**config.mk**
```make
export PLATFORM = sky130hd
export DESIGN_NAME = bp_cfg_loader
export DESIGN_NICKNAME = d
export VERILOG_FILES = /design/src/rtl/bp_cfg_loader.sv
export SDC_FILE = /design/constraint.sdc
export NUM_CORES = 1
export LEC_CHECK = 0
export ABC_AREA = 1
export CAP_MARGIN = 0
export CORE_MARGIN = 2
export CORE_UTILIZATION = 43
export CTS_CLUSTER_SIZE = 30
export DETAILED_ROUTE_END_ITERATION = 8
export MAX_ROUTING_LAYER = met4
export PLACE_DENSITY = 0.79
export SETUP_SLACK_MARGIN = 0.02
export SYNTH_ARGS = -nofsm -noshare
export SYNTH_HDL_FRONTEND = slang
export SYNTH_SLANG_ARGS = --single-unit
```
**constraint.sdc**
```tcl
create_clock -name clk_i -period 2 [get_ports clk_i]
set_input_delay 0.5 -clock clk_i [delete_from_list [all_inputs] [get_ports clk_i]]
set_output_delay 0.5 -clock clk_i [all_outputs]
set_load 0.005 [all_outputs]
```
**src/rtl/bp_cfg_loader.sv**
```systemverilog
// bp_cfg_loader: boot-time sequencer that freezes each core, writes its id, CCE mode and CCE ucode, then unfreezes all cores.
// Ports:
//   clk_i, reset_n_i         clock, asynchronous active-low reset
//   start_i                  begin a load sequence (ignored while busy_o)
//   cce_mode_i, skip_ucode_i CCE mode value and ucode-skip flag, captured at start
//   ucode_v_o/addr_o/data_i  ucode ROM read port, data returns one cycle after the strobe
//   cfg_v_o/core_o/addr_o/data_o, cfg_ready_i  config write port, transfer = cfg_v_o & cfg_ready_i
//   busy_o, done_o           sequence status
module bp_cfg_loader #(
    parameter int num_core_p              = 1,
    parameter int cfg_core_width_p        = 8,
    parameter int cfg_addr_width_p        = 16,
    parameter int cfg_data_width_p        = 32,
    parameter int num_cce_instr_ram_els_p = 256
) (
    input  logic                                       clk_i,
    input  logic                                       reset_n_i,
    input  logic                                       start_i,
    input  logic                                       cce_mode_i,
    input  logic                                       skip_ucode_i,
    output logic                                       ucode_v_o,
    output logic [$clog2(num_cce_instr_ram_els_p)-1:0] ucode_addr_o,
    input  logic [cfg_data_width_p-1:0]                ucode_data_i,
    output logic                                       cfg_v_o,
    output logic [cfg_core_width_p-1:0]                cfg_core_o,
    output logic [cfg_addr_width_p-1:0]                cfg_addr_o,
    output logic [cfg_data_width_p-1:0]                cfg_data_o,
    input  logic                                       cfg_ready_i,
    output logic                                       busy_o,
    output logic                                       done_o
);
    localparam int iw = $clog2(num_cce_instr_ram_els_p);
    localparam int cw = num_core_p > 1 ? $clog2(num_core_p) : 1;
    localparam logic [cw-1:0] last_core = cw'(num_core_p - 1);
    localparam logic [iw-1:0] last_idx = iw'(num_cce_instr_ram_els_p - 1);
    localparam logic [cfg_addr_width_p-1:0] addr_freeze = cfg_addr_width_p'(16'h0001);
    localparam logic [cfg_addr_width_p-1:0] addr_core_id = cfg_addr_width_p'(16'h0002);
    localparam logic [cfg_addr_width_p-1:0] addr_cce_mode = cfg_addr_width_p'(16'h0003);
    localparam logic [cfg_addr_width_p-1:0] addr_ucode = cfg_addr_width_p'(16'h8000);

    typedef enum logic [2:0] {IDLE, FREEZE, CORE_ID, CCE_MODE, UCODE_RD, UCODE_WR, UNFREEZE, DONE} state_t;

    state_t                      state, state_n, after_core;
    logic [cw-1:0]               core, core_n, core_adv;
    logic [iw-1:0]               idx, idx_n;
    logic                        mode, skip, first;
    logic [cfg_data_width_p-1:0] hold;
    logic                        xfer, last_c, start_ok;

    assign xfer       = cfg_v_o & cfg_ready_i;
    assign last_c     = core == last_core;
    assign start_ok   = (state == IDLE || state == DONE) && start_i;
    assign core_adv   = last_c ? '0 : core + cw'(1);
    assign after_core = last_c ? UNFREEZE : FREEZE;

    // first marks the UCODE_WR entry cycle, the only cycle the ROM data is valid;
    // it is written straight through and kept in hold for any stalled cycles.
    always_ff @(posedge clk_i or negedge reset_n_i) begin
        if (!reset_n_i) begin
            state <= IDLE;
            core  <= '0;
            idx   <= '0;
            mode  <= 1'b0;
            skip  <= 1'b0;
            first <= 1'b0;
            hold  <= '0;
        end else begin
            state <= state_n;
            core  <= core_n;
            idx   <= idx_n;
            first <= state == UCODE_RD;
            if (first) hold <= ucode_data_i;
            if (start_ok) begin
                mode <= cce_mode_i;
                skip <= skip_ucode_i;
            end
        end
    end

    always_comb begin
        state_n = state;
        core_n  = core;
        idx_n   = idx;
        case (state)
            IDLE, DONE: if (start_i) begin
                state_n = FREEZE;
                core_n  = '0;
                idx_n   = '0;
            end
            FREEZE:   if (xfer) state_n = CORE_ID;
            CORE_ID:  if (xfer) state_n = CCE_MODE;
            CCE_MODE: if (xfer) begin
                state_n = skip ? after_core : UCODE_RD;
                core_n  = skip ? core_adv : core;
            end
            UCODE_RD: state_n = UCODE_WR;
            UCODE_WR: if (xfer) begin
                if (idx != last_idx) begin
                    idx_n   = idx + iw'(1);
                    state_n = UCODE_RD;
                end else begin
                    idx_n   = '0;
                    state_n = after_core;
                    core_n  = core_adv;
                end
            end
            UNFREEZE: if (xfer) begin
                state_n = last_c ? DONE : UNFREEZE;
                core_n  = core_adv;
            end
            default: state_n = IDLE;
        endcase
    end

    always_comb begin
        cfg_v_o      = state inside {FREEZE, CORE_ID, CCE_MODE, UCODE_WR, UNFREEZE};
        ucode_v_o    = state == UCODE_RD;
        ucode_addr_o = state == UCODE_RD ? idx : '0;
        cfg_core_o   = cfg_v_o ? cfg_core_width_p'(core) : '0;
        busy_o       = !(state == IDLE || state == DONE);
        done_o       = state == DONE;
        cfg_addr_o   = '0;
        cfg_data_o   = '0;
        case (state)
            FREEZE: begin
                cfg_addr_o = addr_freeze;
                cfg_data_o = cfg_data_width_p'(1);
            end
            CORE_ID: begin
                cfg_addr_o = addr_core_id;
                cfg_data_o = cfg_data_width_p'(core);
            end
            CCE_MODE: begin
                cfg_addr_o = addr_cce_mode;
                cfg_data_o = cfg_data_width_p'(mode);
            end
            UCODE_WR: begin
                cfg_addr_o = addr_ucode | cfg_addr_width_p'(idx);
                cfg_data_o = first ? ucode_data_i : hold;
            end
            UNFREEZE: cfg_addr_o = addr_freeze;
            default: ;
        endcase
    end
endmodule

```
==> summary.txt <==
Cells and area
  – Reg area: between 0.001 and 0.0015 sq mm
  – Area of the multi-input gates: between 0.001 and 0.0015 sq mm
  – Number of diodes added for antenna fixing: 0
  – Layout cells sized above 1: 0.276
  – Synth-to-layout area growth: 48.8%
  – Total of fill cells in the finished design: 512
  – Layout Utilization: 0.653
  – Post-layout net count: roughly 520

STA
  – Setup slack of the critical path after layout: -0.0880 ns
  – Minimum clock period: 2.09 ns
  – Final hold violation count: 0
  – Final clock period utilization by the worst path: 1.04
  – Unrepaired setup endpoints after global routing: true
  – Worst slew margin: 0.620
  – Pins Over Slew Limit: 0
  – Maximum clock frequency: about 480 MHz
  – Final number of setup-violating endpoints: 6
  – Layout Skew: 0.00196 ns
  – Slew @ Worst Pin: around 0.57 ns

Worst setup path
  – Critical path class: flop to output port
  – Critical Path Start Type: flop
  – Required time of the critical path: ~1.5 ns
  – Cell occurring most often along the worst timing path: sky130_fd_sc_hd__inv_2
  – List of cells traversed by the critical path: inv_2 -> nand2_1 -> nor2_2 -> inv_2 -> buf_4 -> nor2_1 -> clkdlybuf4s15_2
  – Worst-path maximum fanout: 5
  – Data arrival, critical path: between 1.5 and 2 ns
  – Critical path's largest stage delay: ~0.4 ns
  – Count of buffer and inverter cells on the critical path: 4
  – Highest-delay cell along the critical path: sky130_fd_sc_hd__dfrtp_1
  – Top delay family on crit path: buffers and inverters
  – Nature of the critical path endpoint: output port

Die
  – Site row count: 28
  – Overall die height: slightly above 80 microns
  – Boundary Pins: between 100 and 150
  – Floorplan die area: roughly 0.0066 sq mm
  – Initial Utilization: 0.439
  – Die width: roughly 81 microns
  – Core area: between 0.005 and 0.006 sq mm

Global routing
  – Antenna violations before repair: 0
  – Most heavily used metal layer in global routing: met2
  – Combined global-route utilization of all metal layers: 0.199
  – Number of global-route vias before repair: approximately 2.4k
  – Pin count of the biggest net entering global routing: between 40 and 50
  – GR Util met1: 0.239
  – Wire length of the first global-routing pass: 10100 microns
  – Overflow left after global routing: 0
  – Fraction of met3 tracks used by global routing: 0.0344
  – Global routing met2 resource utilization: 0.350

Clock network
  – Number of buffers on the longest clock path: 2
  – Clock Root Buffer: sky130_fd_sc_hd__clkbuf_8
  – Clock Sinks: 46
  – CTS H-Tree Depth: 2
  – CTS Buf Count: 5
  – Clock slew at the register clock pins of the worst setup and hold paths: approximately 0.080 ns
  – Clock insertion delay at the later pin of the skew report: between 0.2 and 0.3 ns
  – CTS tree: done
  – Hold-fix buffers, CTS: 0

Synthesis
  – Synthesized area per cell: slightly above 7 sq um
  – Mux contribution to synthesized area: 0.00441
  – Fraction of the mapped netlist area in compound gates: 0.0922
  – Number of standard cells after synthesis: 356
  – Area share of xor/xnor cells in the synthesized design: 0.00687
  – Cell area after synthesis: approximately 0.0026 sq mm
  – Warnings from Yosys: 0
  – Sequential-to-total area share from yosys stat: 0.451
  – Combinational family with the most area after synthesis: simple AND/OR/NAND/NOR gates
  – Share of synthesized cell area in full adder, half adder and majority cells: 0.00490
  – Yosys reg bits: 46
  – Simple-gate share of the synthesized area: 0.250
  – Distinct cell type count of the synthesized netlist: 24

Power
  – Part of the power in the clock network: 0.132
  – Reported net switching power: between 1.5 and 2 mW
  – Leakage dissipation: ~2 nW
  – Switching Share: 0.384
  – Share of total power in sequential cells: 0.291
  – Internal cell power: roughly 3.1 mW
  – Max rail drop VDD: around 820 uV
  – PwrDens: 1330 mW/mm^2
  – Comb power frac: 0.577

Detailed routing
  – Number of vias after detailed routing: 2527
  – Total wire length after detailed routing: 6420 microns
  – DRC Markers: 0
  – Antenna viol nets, final: 0
  – Initial DRC Count: 81
  – Detailed Routing Iterations Pass 1: 5
  – Number of vias per cell after detailed routing: 4.50
  – Wirelength per Cell: 11.4 microns

Placed design
  – GP Congestion: between 0.8 and 0.9
  – Detailed placement HPWL: 4490 microns
  – Port-buffer cells: 90
  – Post-placement worst setup slack: -0.321 ns

Job
  – Maximum capacitance violations: 0

Outcome
  – Violated checks: negative setup slack
  – Run status: finished with violations

Worst hold path
  – Min-Delay Path Class: primary input to asynchronous set/reset pin
## per-stage QoR
| stage | hold slack [ns] | TNS (ns) | power [mW] | instances | instance area, sq um |
|---|---|---|---|---|---|
| 3_3_place_gp | 0.456 | -8.38 | 4.22 | 545 | 3740 |
| 6_report | 0.173 | -0.382 | 5.03 | 561 | 3800 |
| 4_1_cts | 0.178 | -0.666 | 4.89 | 557 | 3830 |
| 3_5_place_dp | 0.461 | -8.53 | 4.30 | 545 | 3740 |
| 5_1_grt | 0.200 | -1.80 | 5.46 | 561 | 3800 |
| 2_1_floorplan | 0.204 | 0 | 2.71 | 370 | 2600 |
## metal layers
layer / routed length, microns / share of wire / vias to the layer above
met5: 0 / 0 / -
met4: 90 / 0.014 / 0
met3: 424 / 0.066 / 11
met2: 3230 / 0.50 / 101
met1: 2680 / 0.42 / 1135
li1: - / - / 1280
## registers in the layout, indices dropped and copies added, names as in the netlist
register  count
hold         32
idx           8
skip          1
first         1
state         3
mode          1
## cells in the final DEF (no fill, tap or decap), types with 2 or more instances in the layout
cell type,Yosys,final
sky130_fd_sc_hd__clkdlybuf4s15_1,0,2
sky130_fd_sc_hd__clkdlybuf4s50_1,0,35
sky130_fd_sc_hd__nand3_1,19,18
sky130_fd_sc_hd__buf_12,0,4
sky130_fd_sc_hd__dlygate4sd2_1,0,3
sky130_fd_sc_hd__nand2_1,72,67
sky130_fd_sc_hd__nor2_4,1,2
sky130_fd_sc_hd__clkbuf_2,0,12
sky130_fd_sc_hd__dfrtp_1,46,45
sky130_fd_sc_hd__buf_6,1,4
sky130_fd_sc_hd__clkbuf_1,7,2
sky130_fd_sc_hd__a21oi_1,3,3
sky130_fd_sc_hd__o21ai_1,0,13
sky130_fd_sc_hd__nor2_1,54,39
sky130_fd_sc_hd__clkbuf_8,1,5
sky130_fd_sc_hd__buf_2,3,31
sky130_fd_sc_hd__nor2_2,0,14
sky130_fd_sc_hd__xor2_1,2,2
sky130_fd_sc_hd__o21ai_0,39,26
sky130_fd_sc_hd__nor3_1,3,3
sky130_fd_sc_hd__nand2_4,2,3
sky130_fd_sc_hd__clkdlybuf4s15_2,0,5
sky130_fd_sc_hd__inv_1,79,75
sky130_fd_sc_hd__nand2_2,0,4
sky130_fd_sc_hd__buf_4,15,37
sky130_fd_sc_hd__inv_2,2,5
sky130_fd_sc_hd__conb_1,1,15
## final timing paths
check	start	to	slack, ns	cells after the start
min in group clk_i	hold[18]$_DFF_PN0_	hold[18]$_DFF_PN0_	0.48	2
setup reg to reg	idx[0]$_DFFE_PN0P_	state[1]$_DFFE_PN0P_	0.30	8
hold / removal	reset_n_i	idx[7]$_DFFE_PN0P_	0.17	1
max in group asynchronous	reset_n_i	first$_DFF_PN0_	1.30	2
setup / recovery	state[1]$_DFFE_PN0P_	ucode_addr_o[2]	-0.09	7
hold reg to reg	hold[18]$_DFF_PN0_	hold[18]$_DFF_PN0_	0.48	2
## area by class of cell
cell class | instances | area share
Clock buffer | 7 | 0.0201
Clock inverter | 1 | 0.00791
Inverter | 81 | 0.0808
Multi-Input combinational cell | 216 | 0.274
Sequential cell | 46 | 0.304
Tap cell | 75 | 0.0247
Timing Repair Buffer | 135 | 0.289
## cells in the mapped netlist
library cell / number / area (sq um)
sky130_fd_sc_hd__a21oi_1: 3 / 15.0
sky130_fd_sc_hd__buf_2: 3 / 15.0
sky130_fd_sc_hd__buf_4: 15 / 113
sky130_fd_sc_hd__buf_6: 1 / 11.3
sky130_fd_sc_hd__clkbuf_1: 7 / 26.3
sky130_fd_sc_hd__clkbuf_8: 1 / 13.8
sky130_fd_sc_hd__conb_1: 1 / 3.75
sky130_fd_sc_hd__dfrtp_1: 46 / 1150
sky130_fd_sc_hd__ha_1: 1 / 12.5
sky130_fd_sc_hd__inv_1: 79 / 297
sky130_fd_sc_hd__inv_2: 2 / 7.51
sky130_fd_sc_hd__mux2_2: 1 / 11.3
sky130_fd_sc_hd__nand2_1: 72 / 270
sky130_fd_sc_hd__nand2_4: 2 / 22.5
sky130_fd_sc_hd__nand2_8: 1 / 20.0
sky130_fd_sc_hd__nand3_1: 19 / 95.1
sky130_fd_sc_hd__nor2_1: 54 / 203
sky130_fd_sc_hd__nor2_4: 1 / 11.3
sky130_fd_sc_hd__nor3_1: 3 / 15.0
sky130_fd_sc_hd__o211ai_1: 1 / 7.51
sky130_fd_sc_hd__o21ai_0: 39 / 195
sky130_fd_sc_hd__o21ai_2: 1 / 8.76
sky130_fd_sc_hd__o221ai_1: 1 / 8.76
sky130_fd_sc_hd__xor2_1: 2 / 17.5
## cell families after synthesis
logic type | after synthesis
xor gates and xnor gates | 2
adders and majority gates | 1
AOI/OAI and AO/OA | 45
and+or+nand+nor | 152
buffers and inverters | 108
DFF | 46
muxes | 1
other | 1
## what timing repair did
action,in CTS,in global routing
setup buffers,4,4
pin swaps,2,6
endpoints found under the setup margin,53,48
resized for setup,149,80
## power groups by stage
stage	combinational [mW]	clock, mW	sequential [mW]
5_1_grt	3.23	0.720	1.51
3_5_place_dp	2.83	0	1.47
4_1_cts	2.75	0.683	1.46
2_1_floorplan	1.27	0	1.44
3_3_place_gp	2.78	0	1.44
6_report	2.90	0.662	1.47
Power figures use the tool's default switching activity.
